`src/rtl/game_flow_ctrl.sv`:
```
// game_flow_ctrl
//   Top-level game-flow controller for the flappy game. It sequences the game
//   through IDLE -> READY countdown -> PLAY, which can go to PAUSE. On a
//   collision it enters a DYING freeze window, then either starts another life
//   or ends in OVER. It also gates bird flaps, freezes physics and scrolling
//   outside active play, and keeps a saturating score plus a high score.
//
// Ports
//   clk         system clock, rising edge
//   rst         synchronous reset, active-high
//   frame_tick  one-cycle pulse per video frame
//   flap_btn    flap button level (only rising edges act)
//   pause_btn   pause button level (only rising edges act)
//   collision   collision level from the detector
//   score_inc   one-cycle pulse when the bird passes a pipe
//   state       encoded state: IDLE=0 READY=1 PLAY=2 PAUSE=3 DYING=4 OVER=5
//   game_rst    reset for pipe/bird logic: high in IDLE, and for one cycle
//               when DYING hands over to READY
//   freeze      holds physics and scrolling in every state except PLAY
//   flap_pulse  one-cycle flap command to bird physics
//   score       current score, saturating
//   high_score  best score since rst
//   lives_left  remaining lives
//   new_record  set in OVER when the finished game beat high_score
module game_flow_ctrl #(
  parameter int LIVES        = 3,
  parameter int READY_FRAMES = 60,
  parameter int DEATH_FRAMES = 30,
  parameter int SCORE_W      = 10
) (
  input  logic               clk,
  input  logic               rst,
  input  logic               frame_tick,
  input  logic               flap_btn,
  input  logic               pause_btn,
  input  logic               collision,
  input  logic               score_inc,
  output logic [2:0]         state,
  output logic               game_rst,
  output logic               freeze,
  output logic               flap_pulse,
  output logic [SCORE_W-1:0] score,
  output logic [SCORE_W-1:0] high_score,
  output logic [3:0]         lives_left,
  output logic               new_record
);

  localparam int CNT_MAX = (READY_FRAMES > DEATH_FRAMES) ? READY_FRAMES : DEATH_FRAMES;
  localparam int CNT_W   = $clog2(CNT_MAX + 1);

  typedef enum logic [2:0] {
    IDLE  = 3'd0,
    READY = 3'd1,
    PLAY  = 3'd2,
    PAUSE = 3'd3,
    DYING = 3'd4,
    OVER  = 3'd5
  } state_t;

  state_t             state_q, state_d;
  logic [CNT_W-1:0]   countdown, countdown_d;
  logic [SCORE_W-1:0] score_d, high_score_d;
  logic [3:0]         lives_d;
  logic               new_record_d;
  logic               flap_prev, pause_prev;
  logic               flap_edge, pause_edge;
  logic               cnt_expire;
  logic               dying_to_ready;

  // Score stops at all-ones instead of wrapping back to zero.
  function automatic logic [SCORE_W-1:0] sat_inc(input logic [SCORE_W-1:0] v);
    return (&v) ? v : v + SCORE_W'(1);
  endfunction

  assign flap_edge  = flap_btn & ~flap_prev;
  assign pause_edge = pause_btn & ~pause_prev;

  // The last frame of a READY or DYING window.
  assign cnt_expire = frame_tick & (countdown == CNT_W'(1));

  // game_rst has to pulse in the same cycle that DYING hands over to READY,
  // so it is decoded from the current inputs rather than from a register.
  assign dying_to_ready = (state_q == DYING) & cnt_expire & (lives_left != 4'd0);

  assign state    = state_q;
  assign freeze   = (state_q != PLAY);
  assign game_rst = (state_q == IDLE) | dying_to_ready;

  always_comb begin
    state_d      = state_q;
    countdown_d  = countdown;
    score_d      = score;
    high_score_d = high_score;
    lives_d      = lives_left;
    new_record_d = new_record;
    case (state_q)
      IDLE: begin
        if (flap_edge) begin
          state_d      = READY;
          countdown_d  = CNT_W'(READY_FRAMES);
          score_d      = '0;
          lives_d      = 4'(LIVES);
          new_record_d = 1'b0;
        end
      end
      READY: begin
        if (frame_tick) begin
          countdown_d = countdown - CNT_W'(1);
          if (cnt_expire) state_d = PLAY;
        end
      end
      PLAY: begin
        // A pass and a hit in the same cycle still count the pass.
        if (score_inc) score_d = sat_inc(score);
        if (collision) begin
          state_d     = DYING;
          lives_d     = lives_left - 4'd1;
          countdown_d = CNT_W'(DEATH_FRAMES);
        end else if (pause_edge) begin
          state_d = PAUSE;
        end
      end
      PAUSE: begin
        if (pause_edge) state_d = PLAY;
      end
      DYING: begin
        if (frame_tick) begin
          countdown_d = countdown - CNT_W'(1);
          if (cnt_expire) begin
            if (lives_left == 4'd0) begin
              state_d = OVER;
              if (score > high_score) begin
                high_score_d = score;
                new_record_d = 1'b1;
              end
            end else begin
              state_d     = READY;
              countdown_d = CNT_W'(READY_FRAMES);
            end
          end
        end
      end
      OVER: begin
        if (flap_edge) state_d = IDLE;
      end
      default: state_d = IDLE;
    endcase
  end

  always_ff @(posedge clk) begin
    if (rst) begin
      state_q    <= IDLE;
      countdown  <= '0;
      score      <= '0;
      high_score <= '0;
      lives_left <= 4'(LIVES);
      new_record <= 1'b0;
      flap_pulse <= 1'b0;
      flap_prev  <= 1'b0;
      pause_prev <= 1'b0;
    end else begin
      state_q    <= state_d;
      countdown  <= countdown_d;
      score      <= score_d;
      high_score <= high_score_d;
      lives_left <= lives_d;
      new_record <= new_record_d;
      flap_pulse <= (state_q == PLAY) & flap_edge;
      flap_prev  <= flap_btn;
      pause_prev <= pause_btn;
    end
  end

endmodule

```
`config.mk`:
```
export PLATFORM = sky130hd
export DESIGN_NAME = game_flow_ctrl
export DESIGN_NICKNAME = d
export VERILOG_FILES = /design/src/rtl/game_flow_ctrl.sv
export SDC_FILE = /design/constraint.sdc
export NUM_CORES = 1
export LEC_CHECK = 0
export ABC_CLOCK_PERIOD_IN_PS = 1770
export CAP_MARGIN = 5
export CORE_UTILIZATION = 41
export DETAILED_ROUTE_END_ITERATION = 16
export GPL_TIMING_DRIVEN = 0
export PLACE_DENSITY = 0.67
export SYNTH_ARGS = -nofsm -noshare
export SYNTH_HDL_FRONTEND = slang
export SYNTH_SLANG_ARGS = --single-unit
```
`constraint.sdc`:
```
create_clock -name clk -period 1.77 [get_ports clk]
set_input_delay 0.2655 -clock clk [delete_from_list [all_inputs] [get_ports clk]]
set_output_delay 0.2655 -clock clk [all_outputs]
set_load 0.01 [all_outputs]
```
Yosys cells after proc, flatten, opt, wreduce, memory -nomap -nowiden. Index checks and enable logic that the tools add are counted.

RAM bits: 0. Bits in read-only memories: 0. Bits in registers: 37. Bits in latches: 0. Output and inout port bits: 31. Memories kept: 0. Input port bits: 7.

Multiplexer cells: 31. Magnitude comparators: 1. Shifts and indexed selects: 0. Add/subtract/negate cells: 3. Div/mod/pow operators: 0. Multiply operators: 0. Equality and inequality tests: 20. Bitwise operators: 9. Reductions and logical operators: 13.

Operators with widths (count): $mux W6 (6); $mux W10 (3); $mux W3 (10); $pmux W6 S4 (1); $ne A2 B2 Y1 const B (10); $pmux W10 S2 (1); $pmux W3 S6 (1); $add A10 B1 Y10 const B (1); $gt A10 B10 Y1 (1); $reduce_and A10 Y1 (1); $reduce_and A5 Y1 (2); $mux W4 (2); $pmux W4 S2 (1); $reduce_and A8 Y1 (1); $reduce_bool A4 Y1 (2); $and A1 B1 Y1 (6); $eq A3 B2 Y1 const B (2); $eq A3 B3 Y1 const B (2); $eq A6 B1 Y1 const B (1); $reduce_and A6 Y1 (1); $sub A6 B1 Y6 const B (1); $mux W1 (5); $logic_not A4 Y1 (1); $ne A2 B1 Y1 const B (2); other kinds (11) (13).

Depth between registers and ports, before layout.
Word-level depth: 6. Gate-level depth with buffers: 8.

Worst setup path after synthesis. Ideal clock, no wire load.

Path type: register to register. Start point: register score[3]. End point: register high_score[0]. Stages on the path, launching flop included: 8. Setup time: 72 ps. Setup slack: -240 ps. Clock period less this slack: 2010 ps. Arrival time: 1938 ps. Required time: 1698 ps. Path through: dfxtp_1 -> ha_1 -> a21o_1 -> a21o_1 -> a2111o_1 -> nand4_1 -> buf_4 -> mux2i_1.

Word-level cells in the longest chain between the ends: 2.

Ends and longest elaborated chain: start: declaration (line 42) `output logic [SCORE_W-1:0] score,`; start signal: assignment (line 164) `score <= score_d;`; $gt A10 B10 Y1 (line 132) `if (score > high_score) begin`; $reduce_and A5 Y1 (no source line); end signal: assignment (line 165) `high_score <= high_score_d;`; end: declaration (line 43) `output logic [SCORE_W-1:0] high_score,`.

Every way passes these cells. A chain may end at the register's enable or synchronous reset.

Worst setup path after layout.
Start point: register high_score[3]. End point: register high_score[7].

Word-level cells in the longest chain between the ends: 2.

Ends and longest elaborated chain (line): $gt A10 B10 Y1 (132); $reduce_and A5 Y1 (no source line).

Every way passes these cells.

==> impl_metrics.toml <==
[logic_synthesis]
synth_edf_count = 0
syn_nets = 284
synth_ff_type = "dfxtp_1"
ys_types = 60
ys_seq_area_share_pct = 32.40
async_flop_share_pct = 0
avgSynthCellArea_um2 = 8.725
ys_ff_latch = 37
syn_area_um2 = 2286
synthCells = 262
yosysWarningCount = 0

[place]
dpl-instance-area_um2 = 2784
dp_slack_ns = -0.4369
portBuffers = 36
dp_hpwl_mm = 3.859
place_congestion = 0.8565

[global_routing]
grt_use_total_pct = 19.79
grt_pass1_wl_mm = 9.280
grt_max_degree = 13
grt_pass1_vias = 1943
antenna_found_initial = 0
overflow = 0

[clock_network]
h-tree-depth = 2
clockRootBuffer = "clkbuf_8"
cts_made_buffers = 5
clk_pin_slew_ns = 0.08
clock-sinks = 37
worstSkewPairLatency_ns = 0.29
cts_tree = "done"
cts.path.max_buffers = 2

[sta]
post-route-period-util_pct = 106.0
post-route-min-period_ns = 1.876
skew_ns = 0.006869
layout_setup_ws_ns = -0.1056
worst_pin_slew_ns = 0.5615
max_slew_margin_pct = 62.56
fmax_mhz = 533.2
maxSlewViolCount = 0
rsz0062_at_grt = "true"
setup-violations-final = 12
hold_violations = 0

[final_layout]
final_cell_area_um2 = 3244
layout-drive-gt1-share_pct = 31.27
multiInputGateArea_um2 = 1612
final_common_cell = "clkdlybuf4s50_1"
nets = 344
area_growth_pct = 41.93
diodes = 0
final_cell_mix = "clkdlybuf4s50_1, nand2b_1, inv_1"
fillers = 464
regArea_um2 = 794.5
postLayoutCoreUtil_pct = 61.94

[power]
leakagePower_nw = 1.255
power.switching_mw = 1.082
pwr-share-comb_pct = 40.8
p_seq_share_pct = 34.8
ir_worst_vdd_mv = 0.6492
internal_power_mw = 1.907
p_total_mw = 2.989
power_frac_clock_pct = 24.5
switching_share_pct = 36.21
powerDensity_nw_per_um2 = 921.2

[outcome]
failed_checks = "negative setup slack"
status = "finished, violations left"

[route]
drc = 0
vias_per_cell = 5.260
num_vias = 2067
wirelength_mm = 5.690
drtAntennaViolNets = 0
detail_route.wl_per_cell_um = 14.48
drtIter0Drc = 61
drt_pass1_iterations = 4

[critical_path]
r2r_end = "high_score[7]$_SDFFE_PP0P_"
worst-r2r-cell-count = 8
reg2reg_slack_ns = -0.11
critical_path_arrival_ns = 2.09
r2r_start = "high_score[3]$_SDFFE_PP0P_"
crit_type = "register to register"
crit_fanout = 5
crit_path_start_kind = "register"
cp-end-kind = "register"
critPathRequiredTime_ns = 1.98

[floorplan]
num_rows = 26
io_pins = 38
die_h_um = 76.67
die_w_um = 76.67
core-area_um2 = 5238
die_area_um2 = 5878
initial_core_util_pct = 43.65

[worst_hold_path]
worstHoldPathCells = 2
holdPathEnd = "new_record$_SDFFE_PP0P_"
hold_path.class = "register to register"
min_from = "new_record$_SDFFE_PP0P_"

[flow_run]
max-cap-violations = 0
metal layers:
metal | track usage, % | vias up | routed length [um]
met1 | 26.35 | 991 | 2704
met4 | 7.308 | 0 | 69
met5 | 0 | - | 0
met2 | 31.79 | 30 | 2761
li1 | - | 1039 | -
met3 | 3.452 | 7 | 156
cell type report:
type	instances	area share, %
Tap cell	70	2.700
Sequential cell	37	24.49
Multi-Input combinational cell	192	49.67
Timing Repair Buffer	53	15.08
Clock buffer	6	2.237
Clock inverter	2	1.196
Inverter	24	2.777
Buffer	9	1.851
cells by family (layout without fill, tap and decap cells):
group,count (synthesis),in the layout,share of synthesized area [%]
DFF,37,37,32.40
AOI/OAI and AO/OA,49,49,16.64
and+or+nand+nor,107,107,27.75
adders and majority gates,15,15,8.210
buffers and inverters,33,94,6.294
xor gates and xnor gates,10,10,3.832
muxes,11,11,4.872
how the worst max path moves through the flow:
stage / to / slack, ns / depth (start not counted) / start
after floorplan: high_score[2]$_SDFFE_PP0P_ / -0.01 / 7 / score[3]$_SDFFE_PP0P_
after global placement: game_rst / -0.43 / 6 / lives_left[0]$_SDFFE_PP1P_
after detailed placement: game_rst / -0.44 / 6 / lives_left[0]$_SDFFE_PP1P_
after CTS: high_score[7]$_SDFFE_PP0P_ / -0.12 / 8 / high_score[3]$_SDFFE_PP0P_
after global routing: high_score[7]$_SDFFE_PP0P_ / -0.20 / 8 / high_score[3]$_SDFFE_PP0P_
final: high_score[7]$_SDFFE_PP0P_ / -0.11 / 8 / high_score[3]$_SDFFE_PP0P_
cell usage after synthesis (4+ instances only):
| library cell | instances | area [um^2] |
|---|---|---|
| dfxtp_1 | 37 | 740.7 |
| nand2b_1 | 26 | 162.7 |
| inv_1 | 23 | 86.33 |
| nor2_1 | 17 | 63.81 |
| ha_1 | 15 | 187.7 |
| nand2_1 | 13 | 48.80 |
| a21oi_1 | 10 | 50.05 |
| mux2i_1 | 10 | 100.1 |
| nor3_1 | 8 | 40.04 |
| xnor2_1 | 7 | 61.31 |
| and2_1 | 6 | 37.54 |
| o21ai_0 | 6 | 30.03 |
| o21ai_1 | 6 | 30.03 |
| clkbuf_1 | 5 | 18.77 |
| nand3_1 | 5 | 25.02 |
| nor3b_1 | 4 | 30.03 |
what timing repair did:
item / 4_1_cts / 5_1_grt
pin swaps: 8 / 17
setup endpoints to repair: 22 / 28
setup buffers: 4 / 12
resized for setup: 30 / 36
cloned: 1 / 0
hold buffers: 0 / 0
critical path: stages (launching register included):
cell and delay (ns):
dfxtp_2 0.34, inv_2 0.04, ha_4 0.23, a21o_1 0.16, a21o_1 0.16, a2111o_1 0.38
nand4_1 0.16, buf_6 0.16, mux2i_1 0.19
sequential cells by signal, indices dropped and copies added (netlist names):
| signal | flops |
|---|---|
| state | 3 |
| flap_pulse | 1 |
| flap_prev | 1 |
| countdown | 6 |
| new_record | 1 |
| score | 10 |
| pause_prev | 1 |
| high_score | 10 |
| lives_left | 4 |
power by group through the flow:
stage,registers [mW],clock network (mW),logic (mW)
floorplan,1.03,0,0.754
global placement,1.04,0,1.02
detailed placement,1.04,0,1.02
CTS,1.04,0.750,1.05
global route,1.05,0.794,1.34
finish,1.04,0.732,1.22
metrics by stage:
stage          TNS [ns]  cells  hold WS, ns
2_1_floorplan  -0.06910    262       0.3937
3_5_place_dp     -8.132    368       0.4366
4_1_cts         -0.8346    381       0.4562
5_1_grt          -2.125    393       0.5041
3_3_place_gp     -7.772    368       0.4387
6_report        -0.9700    393       0.4530
Power figures use the tool's default switching activity.
==> RTL edit 1: new RTL, same settings <==
`SCORE_W`: 10 -> 12.
--- a/src/rtl/game_flow_ctrl.sv
+++ b/src/rtl/game_flow_ctrl.sv
@@ -26,7 +26,7 @@
   parameter int LIVES        = 3,
   parameter int READY_FRAMES = 60,
   parameter int DEATH_FRAMES = 30,
-  parameter int SCORE_W      = 10
+  parameter int SCORE_W      = 12
 ) (
   input  logic               clk,
   input  logic               rst,
Ports: changed (resized high_score and score); port bits go from 38 to 42. The function was not compared with the original's and may differ.
==> RTL edit 1 against the original RTL <==
  * The flow still finishes with violations (setup timing)
  * Sequential cell count is 4 higher
  * Routed wire length is 15% higher
  * Clock skew is 0.0014 ns lower
  * Critical path depth is 1 lower
  * Setup slack worse by 0.024 ns
  * Synthesized area is 7.4% higher
  * Cell area is 8.0% higher
  * Critical endpoint is now countdown[0]
Power is not compared: it rests on default switching activity, and its combinational part moved more than twofold at a synthesized area within 25%.
==> RTL edit 1: results <==
metrics = {
    "outcome": {
        "status": "complete, but fails checks",
        "violations": "setup timing",
    },
    "place": {
        "hpwlAfterDp_um": 4340,
        "portBuffers": 41,
        "place_congestion": 0.902,
    },
    "finish": {
        "antenna_cells": 0,
        "nFillCells": 490,
        "top_regs": "high_score (12), score (12), countdown (6)",
        "nets": 383,
        "drive_gt1_share_pct": 30.6,
    },
    "sta": {
        "fin_skew_ns": 0.00551,
        "finalMaxSlewViolations": 0,
        "tns_ns": -1.27,
        "setup_viol": 20,
        "layout_setup_ws_ns": -0.130,
        "worstMarginPinSlew_ns": 0.538,
    },
    "clocking": {
        "holdBufCountCts": 0,
        "clockBufferDepth": 2,
        "path_clk_slew_ns": 0.08,
        "cts_buffers": 5,
        "htree_levels": 2,
        "clk_latency_ns": 0.30,
        "cts.root.buffer_cell": "clkbuf_8",
    },
    "worst_setup_path": {
        "rr_startpoint": "lives_left[0]",
        "critical_path_class": "reg -> reg",
        "cp_slowest_cell": "or3b_4",
        "regToRegEndpoint": "countdown[0]",
        "slowest_delay_ns": 0.41,
        "reg2reg_depth": 7,
        "cp.arrival_ns": 2.13,
        "crit_path_max_fanout": 7,
    },
    "synth": {
        "syn-num-nets": 313,
        "async_flop_share_pct": 0,
        "ys_warn_count": 0,
        "ys_seq_area_share_pct": 33.4,
        "synth_cell_type_count": 50,
        "synthFlopType": "dfxtp_1",
        "yosys-top-cells-area": "dfxtp_1, ha_1, nand2b_1",
        "yosys-top-cells-count": "dfxtp_1, nand2b_1, inv_1",
    },
    "drt": {
        "wl_per_cell_um": 15.1,
        "drtIter0Drc": 88,
        "vias": 2372,
        "first_pass_iters": 4,
    },
    "global_route": {
        "track_usage_pct": 21.1,
        "grt_max_degree": 12,
        "grt_pass1_wl_um": 10300,
        "grt_antenna_before_repair": 0,
        "grt_pass1_vias": 2212,
    },
    "hold_path": {
        "hold_path.class": "in -> reg",
    },
    "pwr": {
        "peakVddDrop_v": 0.000465,
        "power_leakage_nw": 1.29,
    },
}
RTL edit 1: layout make-up:
class,instances,area share (%)
plain buffers,10,1.82
clock buffers,8,2.29
inverters,25,2.68
multi-input cells,212,49.1
flip-flops and latches,41,24.8
well taps,72,2.57
repair buffers,64,16.7
RTL edit 1: worst min-delay path by stage:
stage                  start            end  slack [ns]  depth (start not counted)
2_1_floorplan       flap_btn      flap_prev        0.39                          1
3_3_place_gp   high_score[1]  high_score[1]        0.46                          2
3_5_place_dp   high_score[1]  high_score[1]        0.48                          2
4_1_cts        high_score[2]  high_score[2]        0.49                          2
5_1_grt             flap_btn      flap_prev        0.34                          2
6_report            flap_btn      flap_prev        0.32                          2
RTL edit 1: cell families after synthesis:
group / synth area share (%)
AOI/OAI and AO/OA: 19.7
and+or+nand+nor: 25.3
buffers and inverters: 5.81
xor gates and xnor gates: 1.78
adders and majority gates: 8.66
muxes: 5.35
DFF: 33.4
RTL edit 1: power breakdown:
| group | switching, mW | leakage, nW | total, mW | internal [mW] |
|---|---|---|---|---|
| registers | 0.0272 | 0.346 | 0.971 | 0.944 |
| logic | 0.188 | 0.907 | 0.356 | 0.169 |
| clock network | 0.327 | 0.0395 | 0.608 | 0.281 |
RTL edit 1: critical path, delay by kind of cell, from the launching register on:
| kind | cells | cell delay, ns |
|---|---|---|
| simple gates | 2 | 0.73 |
| compound gates | 3 | 0.57 |
| flops | 1 | 0.33 |
| fa+ha+maj | 1 | 0.13 |
| buf+inv | 1 | 0.08 |
RTL edit 1: layer usage:
layer / wire length, um / share of wire, % / GRT usage, %
met1: 2930 / 45 / 25.5
met2: 3230 / 50 / 37.7
met3: 278 / 4.3 / 3.66
met4: 91 / 1.4 / 6.73
met5: 0 / 0 / 0
RTL edit 1: repair_timing:
action                     4_1_cts  5_1_grt
gates resized for setup         58       28
pin swaps                       10       14
setup endpoints to repair       41       36
buffers inserted                15        7
gates cloned                     1        0
RTL edit 1: per-stage QoR:
stage	std cells	total power [mW]	instance area, sq um	utilization [%]	setup slack [ns]
after floorplan	289	1.19	2500	-	-0.0381
after global placement	402	1.28	3000	53.1	-0.559
after detailed placement	402	1.28	3000	53.1	-0.600
after CTS	425	1.91	3330	59.1	-0.135
after global routing	432	2.02	3500	62.1	-0.197
final	432	1.94	3500	62.1	-0.130
==> RTL edit 2: new RTL, same settings <==
Made on the original files. Put one more register stage on the output `high_score`, with the module's reset. The value now appears one clock later. The other outputs are not delayed to match.
--- a/src/rtl/game_flow_ctrl.sv
+++ b/src/rtl/game_flow_ctrl.sv
@@ -57,6 +57,8 @@
     OVER  = 3'd5
   } state_t;
 
+  logic [SCORE_W-1:0] high_score_s0;
+
   state_t             state_q, state_d;
   logic [CNT_W-1:0]   countdown, countdown_d;
   logic [SCORE_W-1:0] score_d, high_score_d;
@@ -90,7 +92,7 @@
     state_d      = state_q;
     countdown_d  = countdown;
     score_d      = score;
-    high_score_d = high_score;
+    high_score_d = high_score_s0;
     lives_d      = lives_left;
     new_record_d = new_record;
     case (state_q)
@@ -129,7 +131,7 @@
           if (cnt_expire) begin
             if (lives_left == 4'd0) begin
               state_d = OVER;
-              if (score > high_score) begin
+              if (score > high_score_s0) begin
                 high_score_d = score;
                 new_record_d = 1'b1;
               end
@@ -152,7 +154,7 @@
       state_q    <= IDLE;
       countdown  <= '0;
       score      <= '0;
-      high_score <= '0;
+      high_score_s0 <= '0;
       lives_left <= 4'(LIVES);
       new_record <= 1'b0;
       flap_pulse <= 1'b0;
@@ -162,7 +164,7 @@
       state_q    <= state_d;
       countdown  <= countdown_d;
       score      <= score_d;
-      high_score <= high_score_d;
+      high_score_s0 <= high_score_d;
       lives_left <= lives_d;
       new_record <= new_record_d;
       flap_pulse <= (state_q == PLAY) & flap_edge;
@@ -171,5 +173,13 @@
     end
   end
 
+  always_ff @(posedge clk) begin
+    if (rst) begin
+      high_score <= '0;
+    end else begin
+      high_score <= high_score_s0;
+    end
+  end
+
 endmodule
 
Behaviour: no difference found for any inputs over 10 cycles, from zero or initial values and one cycle with rst high; that may be too few to reach the edited logic, so the function may still have changed.
==> RTL edit 2 against the original RTL <==
  * The flow still finishes with violations (setup timing)
  * Via count up 10%
  * Routed wire length up 9.9%
  * Sequential share of layout area is 3.6 points higher
  * Cell area grew 9.4%
  * Largest cell class unchanged
  * Die area grew 5.4%
  * Sequential cell count grew 10
  * Critical endpoint is now high_score_s0[0]
  * Synthesized area increased by 5.5%
  * Setup slack lost 0.12 ns
Power is not compared: it rests on default switching activity, and its combinational part moved more than twofold at a synthesized area within 25%.
==> RTL edit 2: results <==
metrics = {
    "synth": {
        "synth_cell_type_count": 47,
        "synth.avg_cell_area_sq_um": 8.65,
        "yosys-top-cells-count": "dfxtp_1, nor2_1, inv_1",
        "syn-num-nets": 301,
        "ys_seq_area_share_pct": 39.0,
    },
    "global_route": {
        "grt_max_degree": 15,
        "use_met3_pct": 3.79,
        "track_usage_pct": 20.4,
        "grtUsageMet2_pct": 34.5,
        "grt_use_met1_pct": 25.5,
    },
    "hold_path": {
        "min_to": "flap_prev",
        "hold_path.class": "in -> reg",
        "hp-start": "flap_btn",
    },
    "finish": {
        "drive_gt1_share_pct": 34.2,
        "nFillCells": 459,
        "top_regs": "high_score (10), high_score_s0 (10), score (10)",
        "nets": 366,
        "finalNonFillerCells": 417,
    },
    "drt": {
        "drt-met1-wl_um": 2770,
        "routed_wl_um": 6250,
        "viasPerCell": 5.46,
        "drtIter0Drc": 125,
    },
    "outcome": {
        "violations": "setup timing",
        "status": "complete, but fails checks",
    },
    "sta": {
        "hold_ws_ns": 0.378,
        "setup_viol": 15,
        "layout_setup_ws_ns": -0.228,
        "fin_skew_ns": 0.0101,
        "tns_ns": -2.33,
    },
    "worst_setup_path": {
        "crit_path_max_fanout": 5,
        "cp_slowest_cell": "or3_4",
        "cp-startpoint": "countdown[4]",
        "crit_family": "simple AND/OR/NAND/NOR gates",
        "rr_startpoint": "countdown[4]",
        "slowest_delay_ns": 0.44,
        "reg2reg_depth": 5,
        "regToRegEndpoint": "high_score_s0[0]",
    },
    "place": {
        "hpwlAfterDp_um": 4030,
        "post-place-ws_ns": -0.429,
        "dp.cells": 387,
        "dpl_cell_area_sq_um": 3060,
        "place_congestion": 0.791,
    },
}
## RTL edit 2: cell count changes in the layout (fill, tap and decap cells not counted), sizes merged, moves of 4 or more
cell,unedited run,this run
nand2,13,20
mux2,1,10
nor3,9,13
nor4,4,8
dfxtp,37,47
a221oi,5,1
mux2i,10,2
and2,8,1
buf,21,27
nor2,19,31
nor2b,3,10
nand2b,26,7
## RTL edit 2: logic make-up after synthesis
logic type	after synthesis	share of synthesized area, %
xor gates and xnor gates	10	3.63
buffers and inverters	35	5.65
AOI/OAI and AO/OA	45	13.3
adders and majority gates	15	7.78
DFF	47	39.0
muxes	12	5.50
and+or+nand+nor	115	25.2
## RTL edit 2: what timing repair did
item,in CTS,in global routing
buffers inserted,8,15
pin swaps,10,21
cloned,1,0
resized for setup,23,36
endpoints found under the setup margin,28,28
## RTL edit 2: layout make-up
cell class	instances	area share, %
multi-input combinational	198	47.3
sequential	47	28.0
tap	72	2.54
buffer	8	1.06
clock buffer	6	2.33
timing repair buffer	59	14.9
inverter	25	2.78
clock inverter	2	0.987
